==> config.mk <==
export PLATFORM = sky130hd
export DESIGN_NAME = sensor_scheduler
export DESIGN_NICKNAME = d
export VERILOG_FILES = /design/src/rtl/sensor_pkg.sv /design/src/rtl/sensor_sync_edge.sv /design/src/rtl/sensor_scheduler.sv
export SDC_FILE = /design/constraint.sdc
export NUM_CORES = 1
export LEC_CHECK = 0
export ABC_AREA = 1
export CORE_MARGIN = 4
export CORE_UTILIZATION = 45
export CTS_BUF_LIST = sky130_fd_sc_hd__clkbuf_8
export DETAILED_ROUTE_END_ITERATION = 12
export PLACE_DENSITY = 0.64
export SLEW_MARGIN = 20
export SYNTH_ARGS = -nofsm -noshare
export SYNTH_HDL_FRONTEND = slang
export SYNTH_SLANG_ARGS = --single-unit
==> constraint.sdc <==
create_clock -name clk -period 3 [get_ports clk]
set_input_delay 0.45 -clock clk [delete_from_list [all_inputs] [get_ports clk]]
set_output_delay 0.45 -clock clk [all_outputs]
set_load 0.05 [all_outputs]
==> src/rtl/sensor_pkg.sv <==
// Shared definitions for the pulse-echo range sensor path: FSM state encoding,
// default timing constants and counter width.
package sensor_pkg;

  typedef enum logic [2:0] {
    S_IDLE      = 3'd0,
    S_TRIG      = 3'd1,
    S_WAIT_RISE = 3'd2,
    S_MEASURE   = 3'd3,
    S_HOLDOFF   = 3'd4
  } state_e;

  localparam int unsigned TRIG_CYCLES_DEF    = 1000;
  localparam int unsigned PERIOD_CYCLES_DEF  = 6000000;
  localparam int unsigned TIMEOUT_CYCLES_DEF = 3000000;
  localparam int unsigned CNT_W_DEF          = 24;

endpackage

==> src/rtl/sensor_sync_edge.sv <==
// Two-flop synchroniser for an asynchronous pin plus one history flop that
// yields single-cycle rise/fall pulses with equal latency for both edges.
module sensor_sync_edge (
  input  logic clk,
  input  logic reset,
  input  logic d_i,
  output logic level_o,
  output logic rise_o,
  output logic fall_o
);

  logic sync1_q, sync2_q, hist_q;

  always_ff @(posedge clk or negedge reset) begin
    if (!reset) begin
      sync1_q <= 1'b0;
      sync2_q <= 1'b0;
      hist_q  <= 1'b0;
    end else begin
      sync1_q <= d_i;
      sync2_q <= sync1_q;
      hist_q  <= sync2_q;
    end
  end

  assign level_o = sync2_q;
  assign rise_o  = sync2_q & ~hist_q;
  assign fall_o  = ~sync2_q & hist_q;

endmodule

==> src/rtl/sensor_scheduler.sv <==
// Periodic trigger / echo-width measurement controller for one pulse-echo
// range sensor; publishes each width with a valid strobe or a timeout strobe.
module sensor_scheduler
  import sensor_pkg::*;
#(
  parameter int unsigned TRIG_CYCLES    = TRIG_CYCLES_DEF,
  parameter int unsigned PERIOD_CYCLES  = PERIOD_CYCLES_DEF,
  parameter int unsigned TIMEOUT_CYCLES = TIMEOUT_CYCLES_DEF,
  parameter int unsigned CNT_W          = CNT_W_DEF
) (
  input  logic             clk,
  input  logic             reset,
  input  logic             enable,
  input  logic             sensor,
  output logic             trig,
  output logic [CNT_W-1:0] dist_cnt,
  output logic             valid,
  output logic             timeout,
  output logic             busy
);

  if (TRIG_CYCLES + TIMEOUT_CYCLES >= PERIOD_CYCLES) begin : g_bad_timing
    $error("sensor_scheduler: TRIG_CYCLES + TIMEOUT_CYCLES must be below PERIOD_CYCLES");
  end
  if ((64'(PERIOD_CYCLES) >> CNT_W) != 64'd0) begin : g_bad_width
    $error("sensor_scheduler: CNT_W too narrow for PERIOD_CYCLES");
  end

  localparam logic [CNT_W-1:0] CNT_ONE     = CNT_W'(1);
  localparam logic [CNT_W-1:0] TRIG_LAST   = CNT_W'(TRIG_CYCLES - 1);
  localparam logic [CNT_W-1:0] PERIOD_LAST = CNT_W'(PERIOD_CYCLES - 1);
  localparam logic [CNT_W-1:0] TO_LAST     = CNT_W'(TIMEOUT_CYCLES - 1);

  state_e           state_q, state_d;
  logic [CNT_W-1:0] per_q, per_d;
  logic [CNT_W-1:0] to_q, to_d;
  logic [CNT_W-1:0] width_q, width_d;
  logic [CNT_W-1:0] dist_q, dist_d;
  logic             trig_q, valid_q, timeout_q, busy_q;
  logic             valid_d, timeout_d;
  logic             echo_lvl, echo_rise, echo_fall;

  sensor_sync_edge u_echo_sync (
    .clk     (clk),
    .reset   (reset),
    .d_i     (sensor),
    .level_o (echo_lvl),
    .rise_o  (echo_rise),
    .fall_o  (echo_fall)
  );

  always_ff @(posedge clk or negedge reset) begin
    if (!reset) begin
      state_q   <= S_IDLE;
      per_q     <= '0;
      to_q      <= '0;
      width_q   <= '0;
      dist_q    <= '0;
      trig_q    <= 1'b0;
      valid_q   <= 1'b0;
      timeout_q <= 1'b0;
      busy_q    <= 1'b0;
    end else begin
      state_q   <= state_d;
      per_q     <= per_d;
      to_q      <= to_d;
      width_q   <= width_d;
      dist_q    <= dist_d;
      trig_q    <= (state_d == S_TRIG);
      valid_q   <= valid_d;
      timeout_q <= timeout_d;
      busy_q    <= (state_d != S_IDLE);
    end
  end

  // The period counter also times the trigger pulse: it restarts at TRIG entry.
  always_comb begin
    state_d   = state_q;
    per_d     = per_q + CNT_ONE;
    to_d      = to_q;
    width_d   = width_q;
    dist_d    = dist_q;
    valid_d   = 1'b0;
    timeout_d = 1'b0;
    unique case (state_q)
      S_IDLE: begin
        per_d = '0;
        if (enable) state_d = S_TRIG;
      end
      S_TRIG: begin
        to_d = '0;
        if (per_q == TRIG_LAST) state_d = S_WAIT_RISE;
      end
      S_WAIT_RISE: begin
        to_d = to_q + CNT_ONE;
        if (to_q == TO_LAST) begin
          timeout_d = 1'b1;
          state_d   = S_HOLDOFF;
        end else if (echo_rise) begin
          width_d = CNT_ONE;
          state_d = S_MEASURE;
        end
      end
      S_MEASURE: begin
        to_d = to_q + CNT_ONE;
        // A fall coinciding with the timeout limit still reports the width.
        if (echo_fall) begin
          dist_d  = width_q;
          valid_d = 1'b1;
          state_d = S_HOLDOFF;
        end else if (to_q == TO_LAST) begin
          timeout_d = 1'b1;
          state_d   = S_HOLDOFF;
        end else if (echo_lvl && (width_q != '1)) begin
          width_d = width_q + CNT_ONE;
        end
      end
      S_HOLDOFF: begin
        if (per_q == PERIOD_LAST) state_d = enable ? S_TRIG : S_IDLE;
      end
      default: state_d = S_IDLE;
    endcase
    if (state_d == S_TRIG && state_q != S_TRIG) per_d = '0;
  end

  assign trig     = trig_q;
  assign dist_cnt = dist_q;
  assign valid    = valid_q;
  assign timeout  = timeout_q;
  assign busy     = busy_q;

endmodule

==> metrics.yaml <==
outcome: "complete, no violations"
portBuffers: 31
drtPass1Iterations: 5
hpwl_um: 10330
htreeDepth: 3
dp_slack_ps: 696.0
period_minus_slack_ps: 2313
cpPeakStageDelay_ps: 560
grt.total_usage_pct: 20.61
final_core_util_pct: 52.06
cts_root_buf: "clkbuf_8"
max_slew_margin_pct: 51.23
cts.sinks: 106
path_class: "flop to flop"
p_leak_nw: 3.012
area_growth_pct: 11.28
cts_tree: "built"
ys_top_cells_by_area: "dfrtp_1 (44%), nand2_1 (18%), nor2_1 (9.3%), nand3_1 (7.2%), inv_1 (4.7%)"
finalSetupViolations: 0
seq_area_frac_synth_pct: 44.21
finalPower_mw: 2.624
maxCapViolations: 0
syn-cell-area_um2: 6000
place.gp.congestion: 0.9293
gr-total-overflow: 0
path_buf_inv: 1
place_area_um2: 6467
ant_nets: 0
grt_antenna_before_repair: 0
drc: 0
skew_ps: 11.44
wl_um: 14540
final_cell_mix: "nand2_1 (280), nor2_1 (149), dfrtp_1 (106)"
insertion_delay_ps: 400
finalCritPeriodShare_pct: 77.11
num_vias: 5527
finalHoldViolCount: 0
synth.top_cell.area_share_pct: 44.21
start_util_pct: 46.78
arrival_ps: 2650
drive_gt1_share_pct: 4.794
setup.reg_to_reg.worst_slack_ps: 690
hold_path.class: "primary input to asynchronous set/reset pin"
layout.nets: 899
yosys.area.top_type: "dfrtp_1"
fin_setup_tns_ps: 0
tightest_slew_ps: 731.6
slowest_stage: "dfrtp_1"
layout_commonest_cell: "nand2_1"
syn_nets: 871
grt_pass1_wl_um: 25070
die_w_um: 123.5
drv_slew: 0
vias_per_cell: 5.170
ir_worst_vdd_v: 0.0002511
numCtsBuffers: 9
synth.avg_cell_area_um2: 6.944
cts.path.max_buffers: 2
cts_setup_buffers: 0
cts_hold_buf: 0
cts.clk_slew.worst_paths_ps: 100
path_cells: "ha_1 -> inv_2 -> nor2_4 -> nand2_2 -> nor2_1 -> nand3_1 -> nand3_2 -> nand2_4 -> nand2_4 -> nand2_1 -> nand2_1"
power.density_nw_per_um2: 393.0
crit_fanout: 25
dieArea_um2: 15240
wl_per_cell_um: 13.60
cp_top_family: "simple AND/OR/NAND/NOR gates"
critPathCaptureType: "flop"
synth_cell_types: 32
fillers: 1345
syn_inst: 864
coreArea_um2: 12820
num_rows: 41
required_ps: 3340
fin_ws_ps: 686.6
ioPinCount: 32
drtIter0Drc: 435
grt_max_degree: 107
antenna_cells: 0
grt_setup_unrepaired: "false"
cp-start-kind: "flop"
ys_ff_latch: 106
grt_pass1_vias: 5254
clock.fmax_ghz: 0.4323
dieHeight_um: 123.5
cts_resized: 0
design_area_um2: 6676
synth_warnings: 0
[worst reg2reg max path, stage by stage, from the launching register on]
cell and delay [ps]:
dfrtp_1 560, ha_1 380, inv_2 80, nor2_4 180, nand2_2 110, nor2_1 100, nand3_1 100, nand3_2 100
nand2_4 180, nand2_4 300, nand2_1 100, nand2_1 70
[synth_stat cells, drive strengths merged]
library cell  count
clkbuf            6
a41oi             1
buf              11
nand2           287
clkinv            4
a31oi             3
o21ai            45
ha                3
nor3b             2
or2               1
o22ai             3
a21oi            10
dfrtp           106
inv              82
nor2            153
nand4            16
xor2             12
nor3             21
xnor2             6
a2bb2oi           1
a21o              3
nand3            88
[metal layers]
layer  vias up  global-route usage [%]  routed length [um]
li1       2794                       -                   -
met1      2613                   28.21                6888
met2       105                   33.06                6856
met3        15                   4.849                 599
met4         0                   5.260                 191
met5         -                       0                   0
[sequential cells by signal (all words and copies together) (netlist names)]
| name | count |
|---|---|
| busy | 1 |
| per_q | 24 |
| width_q | 24 |
| timeout | 1 |
| to_q | 24 |
| u_echo_sync.sync1_q | 1 |
| u_echo_sync.hist_q | 1 |
| u_echo_sync.level_o | 1 |
| trig | 1 |
| dist_cnt | 24 |
| valid | 1 |
| state_q | 3 |
[per-stage QoR]
stage / std cells / hold WS (ps)
2_1_floorplan: 864 / 154.4
3_3_place_gp: 1053 / 339.6
3_5_place_dp: 1053 / 337.9
4_1_cts: 1069 / 129.7
5_1_grt: 1069 / 150.0
6_report: 1069 / 89.08
[area by class of cell]
class | count | area [um^2] | share of cell area (%)
Inverter | 86 | 324.1 | 4.854
Clock buffer | 10 | 137.6 | 2.061
Tap cell | 172 | 215.2 | 3.223
Timing Repair Buffer | 34 | 342.8 | 5.135
Clock inverter | 6 | 71.32 | 1.068
Multi-Input combinational cell | 655 | 2933 | 43.93
Sequential cell | 106 | 2653 | 39.73
[kinds of logic after synthesis]
group	share of synthesized area, %
AND/OR/NAND/NOR	39.69
flip-flops	44.21
buffers and inverters	6.903
AO/OA/AOI/OAI	5.944
XOR/XNOR	2.628
adder cells (fa/ha/maj)	0.6257
[final timing paths]
| kind | from | end | cells after the start |
|---|---|---|---|
| min reg2reg | u_echo_sync.sync1_q$_DFF_PN0_ | u_echo_sync.level_o$_DFF_PN0_ | 0 |
| min in group clk | u_echo_sync.sync1_q$_DFF_PN0_ | u_echo_sync.level_o$_DFF_PN0_ | 0 |
| max in group asynchronous | reset | width_q[10]$_DFFE_PN0P_ | 2 |
| min | reset | to_q[22]$_DFFE_PN0P_ | 2 |
| max reg2reg | width_q[0]$_DFFE_PN0P_ | width_q[22]$_DFFE_PN0P_ | 11 |
| max | width_q[0]$_DFFE_PN0P_ | width_q[22]$_DFFE_PN0P_ | 11 |
[power by group]
part | switching [mW] | internal [mW] | leakage [nW] | total [mW]
clock | 0.530 | 0.419 | 0.105 | 0.949
combinational | 0.121 | 0.0511 | 1.45 | 0.172
sequential | 0.0394 | 1.46 | 1.45 | 1.50
total | 0.691 | 1.93 | 3.01 | 2.62
(Power assumes the default switching activity.)
